File: src/rtl/skolem_pkg.sv
// Shared types and bit-vector helpers for the bvugt/bvashr Skolem witness generator.
// Helpers work on a fixed MAX_W-bit container; callers pass the live width w.
package skolem_pkg;

  typedef enum logic [1:0] {
    IDLE,
    SEARCH,
    DONE
  } state_t;

  localparam int unsigned POS_X_SHIFTED = 0;
  localparam int unsigned POS_X_AMOUNT  = 1;
  localparam int unsigned MAX_W         = 16;

  // Arithmetic shift right of the low w bits of value; amounts >= w saturate to w sign copies.
  function automatic logic [MAX_W-1:0] ashr_sat(
    input logic [MAX_W-1:0] value,
    input logic [MAX_W:0]   amount,
    input int unsigned      w
  );
    logic [MAX_W-1:0] r;
    logic [3:0]       wi;
    logic             sign;
    int unsigned      idx;
    wi   = 4'(w - 1);
    sign = value[wi];
    r    = '0;
    for (int unsigned i = 0; i < MAX_W; i++) begin
      if (i < w) begin
        idx = i + 32'(amount);
        if (idx < w) r[i] = value[idx[3:0]];
        else         r[i] = sign;
      end
    end
    return r;
  endfunction

  function automatic logic [MAX_W-1:0] width_mask(input int unsigned w);
    logic [MAX_W-1:0] m;
    m = '0;
    for (int unsigned i = 0; i < MAX_W; i++) begin
      if (i < w) m[i] = 1'b1;
    end
    return m;
  endfunction

  // Closed-form invertibility condition: a witness exists iff this returns 1.
  function automatic logic ic_bvugt_bvashr(
    input logic [MAX_W-1:0] s,
    input logic [MAX_W-1:0] t,
    input int unsigned      pos,
    input int unsigned      w
  );
    logic [MAX_W-1:0] m;
    logic [MAX_W-1:0] sm;
    logic [MAX_W-1:0] tm;
    logic [MAX_W-1:0] sh;
    m  = width_mask(w);
    sm = s & m;
    tm = t & m;
    if (pos == POS_X_SHIFTED) begin
      return tm != m;
    end
    sh = ashr_sat(sm, 17'(w - 1), w) & m;
    return (sm > tm) || (sh > tm);
  endfunction

endpackage

File: src/rtl/skolem_bvugt_bvashr_eval.sv
// Combinational candidate evaluator: pred = (a >>a b) >u t, operand roles chosen by POS.
module skolem_bvugt_bvashr_eval
  import skolem_pkg::*;
#(
  parameter int unsigned W   = 4,
  parameter int unsigned POS = POS_X_SHIFTED
) (
  input  logic [W-1:0] cand,
  input  logic [W-1:0] s,
  input  logic [W-1:0] t,
  output logic         pred
);

  logic [MAX_W-1:0] a;
  logic [MAX_W:0]   b;
  logic [MAX_W-1:0] tw;
  logic [MAX_W-1:0] r;

  always_comb begin
    a        = '0;
    b        = '0;
    tw       = '0;
    tw[W-1:0] = t;
    if (POS == POS_X_SHIFTED) begin
      a[W-1:0] = cand;
      b[W-1:0] = s;
    end else begin
      a[W-1:0] = s;
      b[W-1:0] = cand;
    end
    r    = ashr_sat(a, b, W);
    pred = r > tw;
  end

endmodule

File: src/rtl/skolem_bvugt_bvashr_seq.sv
// Sequential minimal-witness search for bvugt/bvashr, one candidate per cycle.
// Optional build macro SKOLEM_IC_EARLY_EXIT_EN rejects unsatisfiable queries at accept.
module skolem_bvugt_bvashr_seq
  import skolem_pkg::*;
#(
  parameter int unsigned W   = 4,
  parameter int unsigned POS = POS_X_SHIFTED
) (
  input  logic         clk,
  input  logic         rst,
  input  logic         req_valid,
  output logic         req_ready,
  input  logic [W-1:0] req_s,
  input  logic [W-1:0] req_t,
  output logic         resp_valid,
  input  logic         resp_ready,
  output logic         resp_found,
  output logic [W-1:0] resp_witness,
  output logic [W:0]   resp_iters
);

  localparam logic [W:0] LAST_CAND = {1'b0, {W{1'b1}}};
  localparam logic [W:0] ALL_CANDS = {1'b1, {W{1'b0}}};

  state_t       state, state_n;
  logic [W-1:0] s_q, s_n;
  logic [W-1:0] t_q, t_n;
  logic [W:0]   cnt, cnt_n;
  logic         found_n;
  logic [W-1:0] witness_n;
  logic [W:0]   iters_n;
  logic         pred;

  skolem_bvugt_bvashr_eval #(
    .W  (W),
    .POS(POS)
  ) u_eval (
    .cand(cnt[W-1:0]),
    .s   (s_q),
    .t   (t_q),
    .pred(pred)
  );

`ifdef SKOLEM_IC_EARLY_EXIT_EN
  logic [MAX_W-1:0] ic_s;
  logic [MAX_W-1:0] ic_t;
  logic             ic;

  always_comb begin
    ic_s        = '0;
    ic_t        = '0;
    ic_s[W-1:0] = req_s;
    ic_t[W-1:0] = req_t;
    ic          = ic_bvugt_bvashr(ic_s, ic_t, POS, W);
  end
`endif

  always_comb begin
    state_n   = state;
    s_n       = s_q;
    t_n       = t_q;
    cnt_n     = cnt;
    found_n   = resp_found;
    witness_n = resp_witness;
    iters_n   = resp_iters;
    req_ready  = (state == IDLE);
    resp_valid = (state == DONE);
    case (state)
      IDLE: begin
        if (req_valid) begin
          s_n     = req_s;
          t_n     = req_t;
          cnt_n   = '0;
          state_n = SEARCH;
`ifdef SKOLEM_IC_EARLY_EXIT_EN
          if (!ic) begin
            state_n   = DONE;
            found_n   = 1'b0;
            witness_n = '0;
            iters_n   = '0;
          end
`endif
        end
      end
      SEARCH: begin
        if (pred) begin
          state_n   = DONE;
          found_n   = 1'b1;
          witness_n = cnt[W-1:0];
          iters_n   = cnt + 1'b1;
        end else if (cnt == LAST_CAND) begin
          state_n   = DONE;
          found_n   = 1'b0;
          witness_n = '0;
          iters_n   = ALL_CANDS;
        end else begin
          cnt_n = cnt + 1'b1;
        end
      end
      DONE: begin
        if (resp_ready) state_n = IDLE;
      end
      default: state_n = IDLE;
    endcase
  end

  always_ff @(posedge clk) begin
    if (rst) begin
      state        <= IDLE;
      s_q          <= '0;
      t_q          <= '0;
      cnt          <= '0;
      resp_found   <= 1'b0;
      resp_witness <= '0;
      resp_iters   <= '0;
    end else begin
      state        <= state_n;
      s_q          <= s_n;
      t_q          <= t_n;
      cnt          <= cnt_n;
      resp_found   <= found_n;
      resp_witness <= witness_n;
      resp_iters   <= iters_n;
    end
  end

endmodule

File: config.mk
export PLATFORM = sky130hd
export DESIGN_NAME = skolem_bvugt_bvashr_seq
export DESIGN_NICKNAME = d
export VERILOG_FILES = /design/src/rtl/skolem_pkg.sv /design/src/rtl/skolem_bvugt_bvashr_eval.sv /design/src/rtl/skolem_bvugt_bvashr_seq.sv
export SDC_FILE = /design/constraint.sdc
export NUM_CORES = 1
export LEC_CHECK = 0
export ABC_AREA = 1
export CORE_ASPECT_RATIO = 0.8
export CORE_MARGIN = 2
export CORE_UTILIZATION = 35
export DETAILED_ROUTE_END_ITERATION = 10
export SYNTH_ARGS = -nofsm -noshare
export SYNTH_HDL_FRONTEND = slang
export SYNTH_HIERARCHICAL = 1
export SYNTH_SLANG_ARGS = --single-unit
export TNS_END_PERCENT = 50
File: constraint.sdc
create_clock -name clk -period 3.4 [get_ports clk]
set_clock_uncertainty 0.2 [all_clocks]
set_input_delay 1.02 -clock clk [delete_from_list [all_inputs] [get_ports clk]]
set_output_delay 1.02 -clock clk [all_outputs]
set_load 0.05 [all_outputs]
==> results.txt, run 1 <==
Status: finished, final reports clean
Worst Setup End Kind: flip-flop
Post-CTS repair timing setup buffer count: 0
Initial DRC count: 77
Port-buffer cells: 23
Slew @ Worst Pin: 505 ps
Total Routed Length: 3310 um
Post-Syn Nets: 258
CP max FO: 10
Yosys warns: 6
Die height: 62.9 um
Hold_ws: 264 ps
GRT Overall Usage: 14.4%
Fin crit period: 3030 ps
Main flop type after synthesis: dfxtp_1
Final setup fails: 0
Multi-input gate area: 873 um^2
Reg2reg setup slack: 370 ps
Setup CP Type: flip-flop to flip-flop
Synth cell types: 23
CP startpoint kind: flip-flop
Total power density per cell area: 543 nW/um^2
I/O pin count: 24
First-pass GRT wire length: 5770 um
Post-DR vias/cell: 4.51
WL per Instance: 10.4 um
Asr flop ratio synth: 0%
Peak Freq: 331 MHz
DR DRC count: 0
Num CTS Buffers: 3
Worst-Skew Late Latency: 260 ps
Post-synthesis area per instance: 6.44 um^2
Ratio of cells with drive above 1 in the final layout: 8.85%
CTS resizes: 0
Core Footprint: 4180 um^2
Inserted Diodes: 0
Area after DPL: 1800 um^2
Worst min path class: flip-flop to flip-flop
Reg area: 500 um^2
Drt first pass iters: 4
RR Startpoint: s_q[0]$_SDFFE_PP0P_
Setup TNS: 0 ps
Cell Area, Synth: 1520 um^2
Via count: 1430
Post-route antenna net violation count: 0
Number of flops mapped to enable cells by yosys: 0
Rel. slew slack: 66.2%
Seq cells post-synth: 25
Worst Setup SP: s_q[0]$_SDFFE_PP0P_
Chip width: 77.7 um
RSZ-0062 raised after global routing: no
# hold bufs at CTS: 0
P_leak: 0.852 nW
Max-slew violations: 0
Final period util: 89.0%
Clock-pin slew on the worst setup and hold paths: 90 ps
Hold Vio Cnt, Final: 0
CTS root buffer: clkbuf_8
CTS Sinks: 25
Design area: 1850 um^2
Antenna violations before repair: 0
Synth-to-layout area growth: 21.6%
Max cap viols: 0
Critical path required time: 3360 ps
Crit path arrival time: 2990 ps
Die area: 4890 um^2
Global placement routability congestion: 0.868
Row Count: 21
Hold_sp: resp_iters[0]$_SDFFE_PP0P_
Total power: 1.00 mW
Largest net degree at the start of global routing: 16
Post-DP HPWL: 2510 um
Initial Utilization: 36.4%
Final net count: 283
Vias in the first global route: 1278
CTS tree: done
H-tree levels: 1
Post-Synthesis Cells: 236
Fillers: 457
Sequential share of the synthesized area: 32.9%
GR Overflow Total: 0
Peak VDD IR: 464 uV
Clock buffer depth: 2
## cell usage in the layout, fill, tap and decap left out
cell,Yosys,routed
nand2_1,69,69
nor2_1,37,37
inv_1,26,26
dfxtp_1,25,25
clkdlybuf4s50_1,0,23
nand3_1,16,16
a21oi_1,15,15
ha_1,10,10
o21ai_0,9,9
nand2_2,6,6
nor2_2,4,4
inv_2,4,4
clkbuf_8,0,3
nor2_4,2,2
nand2_4,2,2
nand4_1,1,1
xor2_1,1,1
nand3b_1,1,1
clkbuf_1,2,1
buf_4,1,1
inv_4,1,1
o21ai_1,1,1
o21bai_1,1,1
a22oi_1,1,1
## per-layer routing
layer,vias to the layer above,global-route usage (%),part of all wire [%]
met1,617,21.6,55
met4,0,2.68,0.82
met3,2,3.18,4.8
met5,-,0,0
li1,782,-,-
met2,29,21.1,40
## flip-flops by register name, indices dropped and copies added (netlist names)
register	cells
resp_found	1
state	2
s_q	4
t_q	4
resp_iters	5
cnt	5
resp_witness	4
## where the power goes
| part | leakage [nW] | internal [mW] | switching (mW) |
|---|---|---|---|
| registers | 0.204 | 0.330 | 0.0503 |
| clock network | 0.0228 | 0.0837 | 0.0919 |
| logic | 0.625 | 0.156 | 0.290 |
| total | 0.852 | 0.570 | 0.433 |
## critical path, cell delays in order (launching register included)
cell and delay [ps]:
dfxtp_1 580, inv_4 70, ha_1 310, inv_1 90
nand3_1 80, nand2_1 70, nor2_2 30, nand2_1 50
nand2_1 50, ha_1 280, nand2_1 60, o21bai_1 150
a22oi_1 270, inv_1 140, nor2_4 200, inv_1 70
o21ai_0 150, nor2_1 50
## cell families after synthesis
| kind of cell | share of synthesized area (%) |
|---|---|
| flops | 32.9 |
| buf+inv | 9.56 |
| simple gates | 39.5 |
| xor+xnor | 0.577 |
| fa+ha+maj | 8.24 |
| compound gates | 9.23 |
## area by class of cell
type | count | area share, %
Multi-Input combinational cell | 176 | 47.3
Sequential cell | 25 | 27.1
Timing Repair Buffer | 24 | 12.9
Inverter | 31 | 6.44
Tap cell | 57 | 3.86
Clock buffer | 4 | 2.44
## final timing paths
check,cells past startpoint,to
min reg2reg,2,resp_iters[0]$_SDFFE_PP0P_
min,2,resp_iters[0]$_SDFFE_PP0P_
max,17,resp_iters[4]$_SDFFE_PP0P_
max reg2reg,17,resp_iters[4]$_SDFFE_PP0P_
## through the flow
stage / utilization [%] / worst slack, ps / std cells
global route: 44.2 / 10.1 / 317
global placement: 43.1 / 402 / 313
finish: 44.2 / 375 / 317
CTS: 44.2 / 394 / 317
floorplan: - / 695 / 236
detailed placement: 43.1 / 415 / 313
## synth_stat cells, drive strengths merged, types with 2 or more instances
library cell  instances  share of area, %
o21ai                10               3.3
nor2                 43                12
dfxtp                25                33
ha                   10               8.2
clkbuf                2              0.49
nand2                77                21
a21oi                15               4.9
nand3                16               5.3
buf                   2               1.2
inv                  31               7.8
Power figures use the tool's default switching activity.
==> run 2, diff against run 1 <==
CELL_PAD_IN_SITES_DETAIL_PLACEMENT = 1   (was not set)
CELL_PAD_IN_SITES_GLOBAL_PLACEMENT = 1   (was not set)
CORE_MARGIN = not set   (was 2)
PLACE_DENSITY_LB_ADDON = 0.1   (was not set)
==> run 2 against run 1 <==
Compared with the run above:
- largest power group unchanged
- global-route usage up 3.4 points
- via count grew 1.7%
- first-iteration DRC count down 57%
- worst hold slack improved by 0.74 ps
- non-clock buffer count unchanged
- fmax fell by 2.4%
- core utilization is the same
- sequential share of layout area unchanged
- design area unchanged
- clock-buffer cell count unchanged
- clock power about the same
- setup slack worse by 75 ps
==> results.txt, run 2 (same netlist as run 1, synthesis figures left out) <==
Final worst setup slack: 300 ps
Status: finished, final reports clean
GRT Overall Usage: 17.8%
Max-slew violations: 0
Die height: 60.9 um
Peak VDD IR: 314 uV
Die area: 4610 um^2
Crit-path max cell delay: 590 ps
# hold bufs at CTS: 0
Pre-CTS setup slack: 269 ps
H-tree levels: 1
Post-route antenna net violation count: 0
RSZ-0062 raised after global routing: no
Crit path arrival time: 3060 ps
Max cap viols: 0
Antenna violations before repair: 0
Clock buffer depth: 2
CP max-delay cell: dfxtp_1
Slew @ Worst Pin: 496 ps
Dpl cells: 313
Inserted Diodes: 0
Post-CTS repair timing setup buffer count: 0
CP Cell Sequence: inv_4 > ha_1 > inv_1 > nand3_1 > nand2_1 > nor2_2 > nand2_1 > nand2_1 > ha_1 > nand2_1 > o21bai_1 > a22oi_1 > inv_1 > nor2_4 > inv_1 > o21ai_0 > nor2_1
CP max FO: 10
CTS tree: done
Fin cells: 317
Ratio of cells with drive above 1 in the final layout: 8.85%
Row Count: 21
Initial DRC count: 33
Num CTS Buffers: 3
Worst min path class: flip-flop to flip-flop
Core Util, Final: 44.2%
FF-to-FF End: resp_iters[4]$_SDFFE_PP0P_
Synth-to-layout area growth: 21.6%
Total Routed Length: 3520 um
Chip width: 75.7 um
Reg area: 500 um^2
Setup CP Type: flip-flop to flip-flop
Post-DP HPWL: 2830 um
CTS Sinks: 25
Port-buffer cells: 23
I/O pin count: 24
Drt first pass iters: 3
Total power: 1.01 mW
Design area: 1850 um^2
Vias in the first global route: 1348
Worst Reg-to-Reg Cells: 17
DR DRC count: 0
Final period util: 91.2%
Setup TNS: 0 ps
Fin crit period: 3100 ps
Worst-Skew Late Latency: 270 ps
Total power density per cell area: 546 nW/um^2
Final setup fails: 0
Initial Utilization: 36.4%
Hold_ws: 265 ps
Area after DPL: 1800 um^2
CTS root buffer: clkbuf_8
Largest regs: cnt x5, resp_iters x5
Most frequent cells in the layout: nand2_1, nor2_1, inv_1
Largest net degree at the start of global routing: 16
Rel. slew slack: 66.9%
Multi-input gate area: 873 um^2
Post-DR vias/cell: 4.59
Worst path most repeated cell: nand2_1
Worst Setup SP: s_q[0]$_SDFFE_PP0P_
Via count: 1454
Hold Vio Cnt, Final: 0
Core Footprint: 4180 um^2
First-pass GRT wire length: 6150 um
RR Startpoint: s_q[0]$_SDFFE_PP0P_
GR Overflow Total: 0
Clock-pin slew on the worst setup and hold paths: 90 ps
Worst Setup End Kind: flip-flop
CTS resizes: 0
CP startpoint kind: flip-flop
Reg2reg setup slack: 300 ps
WL per Instance: 11.1 um
Global placement routability congestion: 0.805
Final net count: 283
Critical path required time: 3360 ps
Worst Setup EP: resp_iters[4]$_SDFFE_PP0P_
P_leak: 0.852 nW
Peak Freq: 323 MHz
Fillers: 548
Most common cell after layout, fill and taps aside: nand2_1
## run 2: cell counts in the layout (fill, tap and decap cells not counted)
No cell type changed its count.
## run 2: final cells by class
cell class                      count  area share (%)
Tap cell                           57            3.86
Timing Repair Buffer               24            12.9
Inverter                           31            6.44
Sequential cell                    25            27.1
Clock buffer                        4            2.44
Multi-Input combinational cell    176            47.3
## run 2: worst min path at each step
| stage | depth (start not counted) | slack, ps | startpoint | to |
|---|---|---|---|---|
| after global placement | 2 | 250 | resp_found$_SDFFE_PP0P_ | resp_found$_SDFFE_PP0P_ |
| after floorplan | 2 | 250 | cnt[4]$_SDFFE_PP0P_ | cnt[4]$_SDFFE_PP0P_ |
| after CTS | 2 | 270 | resp_witness[1]$_SDFFE_PP0P_ | resp_witness[1]$_SDFFE_PP0P_ |
| after detailed placement | 2 | 260 | resp_witness[2]$_SDFFE_PP0P_ | resp_witness[2]$_SDFFE_PP0P_ |
| after global routing | 2 | 290 | resp_iters[0]$_SDFFE_PP0P_ | resp_iters[0]$_SDFFE_PP0P_ |
| final | 2 | 260 | resp_witness[1]$_SDFFE_PP0P_ | resp_witness[1]$_SDFFE_PP0P_ |
## run 2: report_power, final
group,switching (mW),internal [mW]
Clock,0.0941,0.0839
Combinational,0.294,0.157
Sequential,0.0499,0.330
## run 2: per-layer routing
| metal | GRT usage (%) | share of wire, % | up-vias |
|---|---|---|---|
| li1 | - | - | 781 |
| met1 | 26.2 | 57 | 651 |
| met2 | 26.5 | 40 | 18 |
| met3 | 3.99 | 2.6 | 4 |
| met4 | 3.97 | 0.97 | 0 |
| met5 | 0 | 0 | - |
## run 2: critical path, delay by kind of cell, from the launching register on
family / cells / cell delay, ps
DFF: 1 / 590
AOI/OAI and AO/OA: 3 / 610
and+or+nand+nor: 8 / 600
buffers and inverters: 4 / 390
adders and majority gates: 2 / 590
==> run 3, diff against run 2 <==
DONT_BUFFER_PORTS = 1   (was not set)
MAX_ROUTING_LAYER = met4   (was not set)
==> run 3 against run 2 <==
Compared with the run above:
- sequential power up 9.7%
- first-iteration DRC count up 82%
- largest power group is now sequential cells
- fmax up 0.86%
==> results.txt, run 3 (same netlist as run 1, synthesis figures left out) <==
Setup TNS: 0 ps
Initial Utilization: 36.4%
Total power: 990 uW
Post-DR vias/cell: 4.75
RR Startpoint: s_q[1]$_SDFFE_PP0P_
Max cap viols: 0
Comb pwr share: 38.7%
Die area: 4610 um^2
Sequential group share of total power: 42.1%
Core Footprint: 4180 um^2
CP startpoint kind: flip-flop
Initial DRC count: 60
Buf/Inv on CP: 4
Crit-path max cell delay: 470 ps
Rel. slew slack: 56.8%
CTS tree: done
First-pass GRT wire length: 5970 um
Global placement routability congestion: 0.786
I/O pin count: 24
CTS root buffer: clkbuf_8
Core Util, Final: 39.1%
GR Overflow Total: 0
Hold endpoint: cnt[4]$_SDFFE_PP0P_
Chip width: 75.7 um
GRT Overall Usage: 18.0%
Pint: 543 uW
Largest regs: cnt x5, resp_iters x5
Setup CP Type: flip-flop to flip-flop
Row Count: 21
Critical path required time: 3380 ps
Die height: 60.9 um
Worst hold path cell count: 2
Peak VDD IR: 267 uV
Vias in the first global route: 1295
WL per Instance: 12.1 um
P_sw: 447 uW
CTS Sinks: 25
Hold_ws: 291 ps
DR DRC count: 0
Fin cells: 295
Slew @ Worst Pin: 647 ps
H-tree levels: 1
Largest net degree at the start of global routing: 17
Post-DP HPWL: 2830 um
Worst Reg-to-Reg Cells: 17
Hold Vio Cnt, Final: 0
Switching share of power: 45.2%
Clock buffer depth: 2
FF-to-FF End: resp_iters[4]$_SDFFE_PP0P_
Dpl cells: 291
Final period util: 90.4%
Total Routed Length: 3560 um
Worst min path class: flip-flop to flip-flop
Reg2reg setup slack: 330 ps
Area after DPL: 1580 um^2
Inserted Diodes: 0
Fillers: 556
Hold_sp: cnt[4]$_SDFFE_PP0P_
Final worst setup slack: 327 ps
P_leak: 0.776 nW
Clock-pin slew on the worst setup and hold paths: 100 ps
Ratio of cells with drive above 1 in the final layout: 10.9%
Antenna violations before repair: 0
Peak Freq: 325 MHz
Final setup fails: 0
Clock group share of total power: 19.2%
Via count: 1402
Fin crit period: 3070 ps
CP Cell Sequence: inv_1 > ha_1 > inv_1 > nand3_1 > nand2_1 > nor2_2 > nand2_1 > nand2_1 > ha_1 > nand2_1 > o21bai_1 > a22oi_2 > inv_1 > nor2_4 > inv_1 > o21ai_0 > nor2_1
Total power density per cell area: 606 nW/um^2
Pre-CTS setup slack: 224 ps
Synth-to-layout area growth: 7.58%
Max-slew violations: 0
Most common cell after layout, fill and taps aside: nand2_1
Status: finished, final reports clean
Port-buffer cells: 0
Num CTS Buffers: 3
Crit path max-delay family: simple AND/OR/NAND/NOR gates
Drt first pass iters: 4
Most frequent cells in the layout: nand2_1, nor2_1, inv_1
Crit path arrival time: 3050 ps
Final net count: 261
CP max FO: 7
Worst Setup End Kind: flip-flop
CP max-delay cell: dfxtp_1
Post-route antenna net violation count: 0
Design area: 1630 um^2
Worst-Skew Late Latency: 280 ps
RSZ-0062 raised after global routing: no
[run 3: cell count changes in the layout (fill, tap and decap cells not counted), sizes merged]
cell / previous run / this run
clkdlybuf4s50: 23 / 0
inv: 31 / 32
buf: 1 / 2
clkbuf: 4 / 3
[run 3: tightest hold or removal path, cell delays in order, from the launching register on]
cell	delay (ps)
dfxtp_1	330
nand3_1	80
a21oi_1	60
[run 3: layout make-up]
class / count / area (um^2) / share of cell area (%)
Clock buffer: 3 / 41.3 / 2.53
Clock inverter: 1 / 8.76 / 0.536
Inverter: 31 / 119 / 7.27
Multi-Input combinational cell: 176 / 878 / 53.8
Sequential cell: 25 / 500 / 30.6
Tap cell: 57 / 71.3 / 4.36
Timing Repair Buffer: 2 / 15.0 / 0.919
[run 3: layer usage]
layer	track usage (%)	vias up	part of all wire [%]
li1	-	740	-
met1	26.8	640	57
met2	24.2	20	39
met3	4.15	2	3.5
met4	3.97	0	0.70
met5	-	-	0
[run 3: worst max path at each step]
stage | from | endpoint | slack [ps] | cells past startpoint
6_report | s_q[1]$_SDFFE_PP0P_ | resp_iters[4]$_SDFFE_PP0P_ | 330 | 17
5_1_grt | s_q[1]$_SDFFE_PP0P_ | resp_witness[3]$_SDFFE_PP0P_ | 40 | 17
4_1_cts | s_q[1]$_SDFFE_PP0P_ | resp_iters[4]$_SDFFE_PP0P_ | 200 | 17
3_5_place_dp | s_q[1]$_SDFFE_PP0P_ | resp_iters[4]$_SDFFE_PP0P_ | 220 | 17
3_3_place_gp | s_q[1]$_SDFFE_PP0P_ | resp_iters[4]$_SDFFE_PP0P_ | 280 | 17
2_1_floorplan | s_q[0]$_SDFFE_PP0P_ | resp_iters[4]$_SDFFE_PP0P_ | 700 | 18
[run 3: power by group through the flow]
stage	registers, mW	clock network (mW)	logic, mW
after detailed placement	0.424	0	0.380
after global routing	0.424	0.207	0.446
after CTS	0.417	0.199	0.381
after floorplan	0.407	0	0.316
after global placement	0.424	0	0.375
final	0.417	0.190	0.383
[run 3: what timing repair did]
action / CTS / global route
buffers inserted: 0 / 0
gates resized for setup: 0 / 1
hold buffers: 0 / 0
endpoints found under the setup margin: 0 / 10
